--- src/rtl/add_pkg.sv ---
// Shared definitions for the chunked adder sequencer: FSM state type,
// default geometry and small elaboration-time helpers.
package add_pkg;

    // Sequencer states: waiting for operands, stepping slices, holding result
    typedef enum logic [1:0] {
        IDLE = 2'd0,
        RUN  = 2'd1,
        DONE = 2'd2
    } add_seq_state_t;

    // Default operand width and slice width
    localparam int ADD_WIDTH = 32;
    localparam int ADD_CHUNK = 8;

    // Number of slice steps needed to cover a full operand
    function automatic int nchunk(input int width, input int chunk);
        return width / chunk;
    endfunction

    // Slice index counter width; a single-slice datapath still gets one bit
    function automatic int idx_width(input int n);
        return (n > 1) ? $clog2(n) : 1;
    endfunction

endpackage

--- src/rtl/add_slice.sv ---
// Narrow CHUNK-bit adder with carry in/out. Purely combinational; the
// sequencer time-multiplexes one instance across all slices of an operand.
module add_slice #(
    parameter int CHUNK = 8
) (
    input  logic [CHUNK-1:0] a,
    input  logic [CHUNK-1:0] b,
    input  logic             cin,
    output logic [CHUNK-1:0] sum,
    output logic             cout
);

    logic [CHUNK:0] full;

    // One extra bit of headroom so the slice carry-out falls out of the add
    assign full = {1'b0, a} + {1'b0, b} + {{CHUNK{1'b0}}, cin};
    assign sum  = full[CHUNK-1:0];
    assign cout = full[CHUNK];

endmodule

--- src/rtl/add_seq_ctrl.sv ---
// Multi-cycle adder sequencer. Operands are latched on the input handshake,
// then CHUNK-bit slices are pushed LSB first through a single add_slice,
// with the carry held in a register between cycles. The full-width result
// and carry-out are presented on a valid/ready output until taken.
module add_seq_ctrl
    import add_pkg::*;
#(
    parameter int WIDTH = ADD_WIDTH,
    parameter int CHUNK = ADD_CHUNK
) (
    input  logic             clk,
    input  logic             rst,
    input  logic             in_valid,
    output logic             in_ready,
    input  logic [WIDTH-1:0] a,
    input  logic [WIDTH-1:0] b,
    input  logic             cin,
    output logic             out_valid,
    input  logic             out_ready,
    output logic [WIDTH-1:0] sum,
    output logic             cout,
    output logic             busy
);

    localparam int NCHUNK = nchunk(WIDTH, CHUNK);
    localparam int IDXW   = idx_width(NCHUNK);
    localparam logic [IDXW-1:0] LAST_IDX = IDXW'(NCHUNK - 1);

    // Reject geometries the slice schedule cannot cover exactly
    if (CHUNK < 1 || CHUNK > WIDTH) begin : g_bad_chunk
        $fatal(1, "add_seq_ctrl: CHUNK=%0d must be in 1..WIDTH=%0d", CHUNK, WIDTH);
    end
    else if ((WIDTH % CHUNK) != 0) begin : g_bad_width
        $fatal(1, "add_seq_ctrl: WIDTH=%0d is not a multiple of CHUNK=%0d", WIDTH, CHUNK);
    end

    add_seq_state_t state_q;
    add_seq_state_t state_d;

    logic [IDXW-1:0]  idx_q;
    logic             carry_q;
    logic [WIDTH-1:0] a_q;
    logic [WIDTH-1:0] b_q;

    logic             accept;
    logic             step;
    logic             last;

    logic [CHUNK-1:0] a_slice;
    logic [CHUNK-1:0] b_slice;
    logic [CHUNK-1:0] slice_sum;
    logic             slice_cout;

    // The single shared slice adder, fed only from the latched operands
    add_slice #(
        .CHUNK (CHUNK)
    ) u_slice (
        .a    (a_slice),
        .b    (b_slice),
        .cin  (carry_q),
        .sum  (slice_sum),
        .cout (slice_cout)
    );

    // State register
    always_ff @(posedge clk) begin
        if (rst) begin
            state_q <= IDLE;
        end
        else begin
            state_q <= state_d;
        end
    end

    // Next-state logic and handshake/control strobes
    always_comb begin
        state_d   = state_q;
        in_ready  = 1'b0;
        out_valid = 1'b0;
        busy      = 1'b0;
        accept    = 1'b0;
        step      = 1'b0;
        last      = 1'b0;
        case (state_q)
            IDLE: begin
                in_ready = ~rst;
                accept   = in_valid & ~rst;
                if (accept) begin
                    state_d = RUN;
                end
            end
            RUN: begin
                busy = 1'b1;
                step = 1'b1;
                last = (idx_q == LAST_IDX);
                if (last) begin
                    state_d = DONE;
                end
            end
            DONE: begin
                busy      = 1'b1;
                out_valid = 1'b1;
                if (out_ready) begin
                    state_d = IDLE;
                end
            end
            default: begin
                state_d = IDLE;
            end
        endcase
    end

    // Select the current operand slices by index
    always_comb begin
        a_slice = '0;
        b_slice = '0;
        for (int i = 0; i < NCHUNK; i++) begin
            if (idx_q == IDXW'(i)) begin
                a_slice = a_q[i*CHUNK +: CHUNK];
                b_slice = b_q[i*CHUNK +: CHUNK];
            end
        end
    end

    // Operand capture, slice stepping and result assembly
    always_ff @(posedge clk) begin
        if (rst) begin
            idx_q   <= '0;
            carry_q <= 1'b0;
            a_q     <= '0;
            b_q     <= '0;
            sum     <= '0;
            cout    <= 1'b0;
        end
        else if (accept) begin
            a_q     <= a;
            b_q     <= b;
            carry_q <= cin;
            idx_q   <= '0;
        end
        else if (step) begin
            for (int i = 0; i < NCHUNK; i++) begin
                if (idx_q == IDXW'(i)) begin
                    sum[i*CHUNK +: CHUNK] <= slice_sum;
                end
            end
            carry_q <= slice_cout;
            if (last) begin
                cout  <= slice_cout;
                idx_q <= '0;
            end
            else begin
                idx_q <= idx_q + IDXW'(1);
            end
        end
    end

endmodule

--- config.mk ---
export PLATFORM = sky130hd
export DESIGN_NAME = add_seq_ctrl
export DESIGN_NICKNAME = d
export VERILOG_FILES = /design/src/rtl/add_pkg.sv /design/src/rtl/add_slice.sv /design/src/rtl/add_seq_ctrl.sv
export SDC_FILE = /design/constraint.sdc
export NUM_CORES = 1
export LEC_CHECK = 0
export BUFFER_PORTS_ARGS = -buffer_cell sky130_fd_sc_hd__buf_2
export CORE_MARGIN = 4
export CORE_UTILIZATION = 58
export CTS_CLUSTER_DIAMETER = 50
export CTS_CLUSTER_SIZE = 40
export DETAILED_ROUTE_END_ITERATION = 16
export MAX_ROUTING_LAYER = met4
export PLACE_DENSITY_LB_ADDON = 0.15
export SKIP_CTS_REPAIR_TIMING = 1
export SLEW_MARGIN = 20
export SYNTH_ARGS = -nofsm -noshare
export SYNTH_HDL_FRONTEND = slang
export SYNTH_SLANG_ARGS = --single-unit
--- constraint.sdc ---
create_clock -name clk -period 9.3 [get_ports clk]
set_input_delay 2.79 -clock clk [delete_from_list [all_inputs] [get_ports clk]]
set_output_delay 2.79 -clock clk [all_outputs]
set_load 0.05 [all_outputs]
==> metrics.cfg <==
[run_status]
status=complete, no violations

[finish]
nets=802
fillerInstances=718
final_area_um2=5438
synthToLayoutAreaGrowth_pct=14.04
n_antenna_cell=0
drive_gt1_share_pct=18.17

[clock_tree]
worstSkewPairLatency_ns=0.37
clockRootBuffer=clkbuf_8
numCtsBuffers=9
htree_levels=3
cts_tree=done
cts.sinks=102
clock_path_buffers=2
path_clk_slew_ns=0.09

[power]
p_seq_share_pct=49.6
switching_share_pct=34.34
powerDensity_nw_per_um2=185.0
p_int_mw=0.6604
power.switching_mw=0.3455
clkPwrFrac_pct=26.1
ir_drop_mv=0.1298
p_comb_share_pct=24.3
leakagePower_nw=2.199

[logic_synthesis]
synth_area_per_cell_um2=7.370
synth_ff_type=dfxtp_1
syn_inst=647
synth_edf_count=0
yosysSeqAreaShare_pct=42.82
synth_seq_cells=102
yosys_warnings=0
synth_cell_type_count=36
async_flop_share_pct=0
syn_area_um2=4768
syn_nets=733

[timing]
fmax_mhz=157.4
grt_setup_unrepaired=no
timing.final.ws_setup_ns=2.946
setup_viol=0
setup_tns_ns=0
fin_crit_sh_pct=68.33
fin_crit_ns=6.354
fin_skew_ns=0.01166
hold_viol_final=0
slew_headroom_pct=45.56
worstMarginPinSlew_ns=0.8166
slew_violations=0

[placement]
io_buffer_count=104
hpwl_um=7947
gp_congestion=0.8362
place_ws_ns=2.955
dpl_cell_area_um2=5229

[floorplanning]
dieWidth_um=98.67
die-area_um2=9736
io_pins=105
core_area_um2=7848
start_util_pct=60.76
die_y_um=98.67
row_count=32

[routing]
num_vias=4540
drcViolationCount=0
wl_met3_um=681
routed_wl_um=11250
ant_nets=0
wl_met2_um=5460
wl_met1_um=4972
dr.pass1.iters=5
drt-initial-drc-count=187
top_layer=met4
routedWlPerCell_um=13.67
vias_per_cell=5.516

[min_path]
min_path_cells=2
hp-class=flip-flop to flip-flop

[worst_setup_path]
crit_required_ns=6.51
worstPathArrival_ns=3.56
crit_fanout=46
reg2reg_depth=15
end_kind=primary output
start_kind=input pin
rrSetupSlack_ns=5.60
path_class=input pin to primary output

[global_routing]
grt_pass1_vias=4171
antenna_found_initial=0
grt-ovfl-total=0
gr-usage-all-layers_pct=23.99
grt_max_degree=133
grt_pass1_wl_um=19140

[job]
cap_violations=0

-- power groups by stage --
stage                     logic (mW)  registers (mW)  clock network (mW)
final                          0.245           0.498               0.263
after global routing           0.273           0.504               0.288
after CTS                      0.242           0.498               0.270
after detailed placement       0.241           0.508                   0
after global placement         0.235           0.507                   0
after floorplan                0.165           0.522                   0
-- layout by cell type, fill, tap and decap left out, types with 2 or more instances in the layout --
cell,netlist,routed
nand2_1,195,195
nand2b_1,2,2
inv_1,7,7
buf_4,7,5
and2_1,4,4
o21a_1,4,4
nor3_1,22,22
a21oi_1,52,52
a211oi_1,10,10
o211ai_1,4,4
dfxtp_1,102,102
or4_1,4,4
nor2_1,31,31
mux2i_1,2,2
a31oi_1,8,8
nand3_1,16,16
o21ai_0,82,82
buf_2,6,104
clkinvlp_4,0,2
nor2b_1,2,2
clkbuf_8,0,9
inv_6,0,2
ha_1,15,15
fa_1,2,2
nand3b_1,16,16
o311ai_0,3,3
a21o_1,2,2
-- path summary, 6_finish.rpt --
kind	start	end
setup / recovery	rst	in_ready
setup reg to reg	idx_q[1]	sum[30]
hold / removal	sum[20]	sum[20]
hold reg to reg	sum[20]	sum[20]
-- per-stage QoR --
stage	hold WS, ns	util [%]	std cells	total power, mW
after global routing	0.4795	69.29	823	1.065
final	0.4561	69.29	823	1.006
after global placement	0.4422	66.63	806	0.7420
after detailed placement	0.4447	66.63	806	0.7493
after CTS	0.4603	68.94	822	1.010
after floorplan	0.4360	-	647	0.6872
-- cells by family after synthesis --
logic type / share of synthesized area, %
mux: 0.4199
flops: 42.82
compound gates: 19.94
xor+xnor: 0.1837
simple gates: 26.40
buf+inv: 5.458
fa+ha+maj: 4.776
-- flip-flops by register name, summed over array words and instances (netlist names) --
register,flops
a_q,32
state_q,2
b_q,32
carry_q,1
cout,1
idx_q,2
sum,32
-- Yosys cell counts, types with 2 or more instances --
cell / instances / area, um2
nand2_1: 195 / 732.0
dfxtp_1: 102 / 2042
o21ai_0: 82 / 410.4
a21oi_1: 52 / 260.3
clkbuf_1: 38 / 142.6
nor2_1: 31 / 116.4
nor3_1: 22 / 110.1
nand3_1: 16 / 80.08
nand3b_1: 16 / 120.1
ha_1: 15 / 187.7
a211oi_1: 10 / 75.07
a31oi_1: 8 / 50.05
buf_4: 7 / 52.55
inv_1: 7 / 26.28
buf_2: 6 / 30.03
and2_1: 4 / 25.02
o211ai_1: 4 / 30.03
o21a_1: 4 / 30.03
or4_1: 4 / 30.03
o311ai_0: 3 / 26.28
a21o_1: 2 / 15.01
fa_1: 2 / 40.04
mux2i_1: 2 / 20.02
nand2b_1: 2 / 12.51
nor2b_1: 2 / 12.51
-- per-layer routing --
layer  track usage, %  vias to the layer above
met1            31.12                     2073
li1                 -                     2323
met2            38.59                      129
met3            4.954                       15
met5                -                        -
met4            5.777                        0
-- worst max-delay path, cell delays in order --
cell	delay [ns]
buf_2	0.08
buf_4	0.38
nor2_1	0.07
buf_2	0.22
-- layout make-up --
type	count	area, um2	share of cell area [%]
clock buffers	9	123.9	2.278
clock inverters	7	57.56	1.058
inverters	8	30.03	0.5522
multi-input cells	485	2471	45.44
flip-flops and latches	102	2042	37.55
well taps	102	127.6	2.347
repair buffers	110	585.6	10.77
Power figures use the tool's default switching activity.
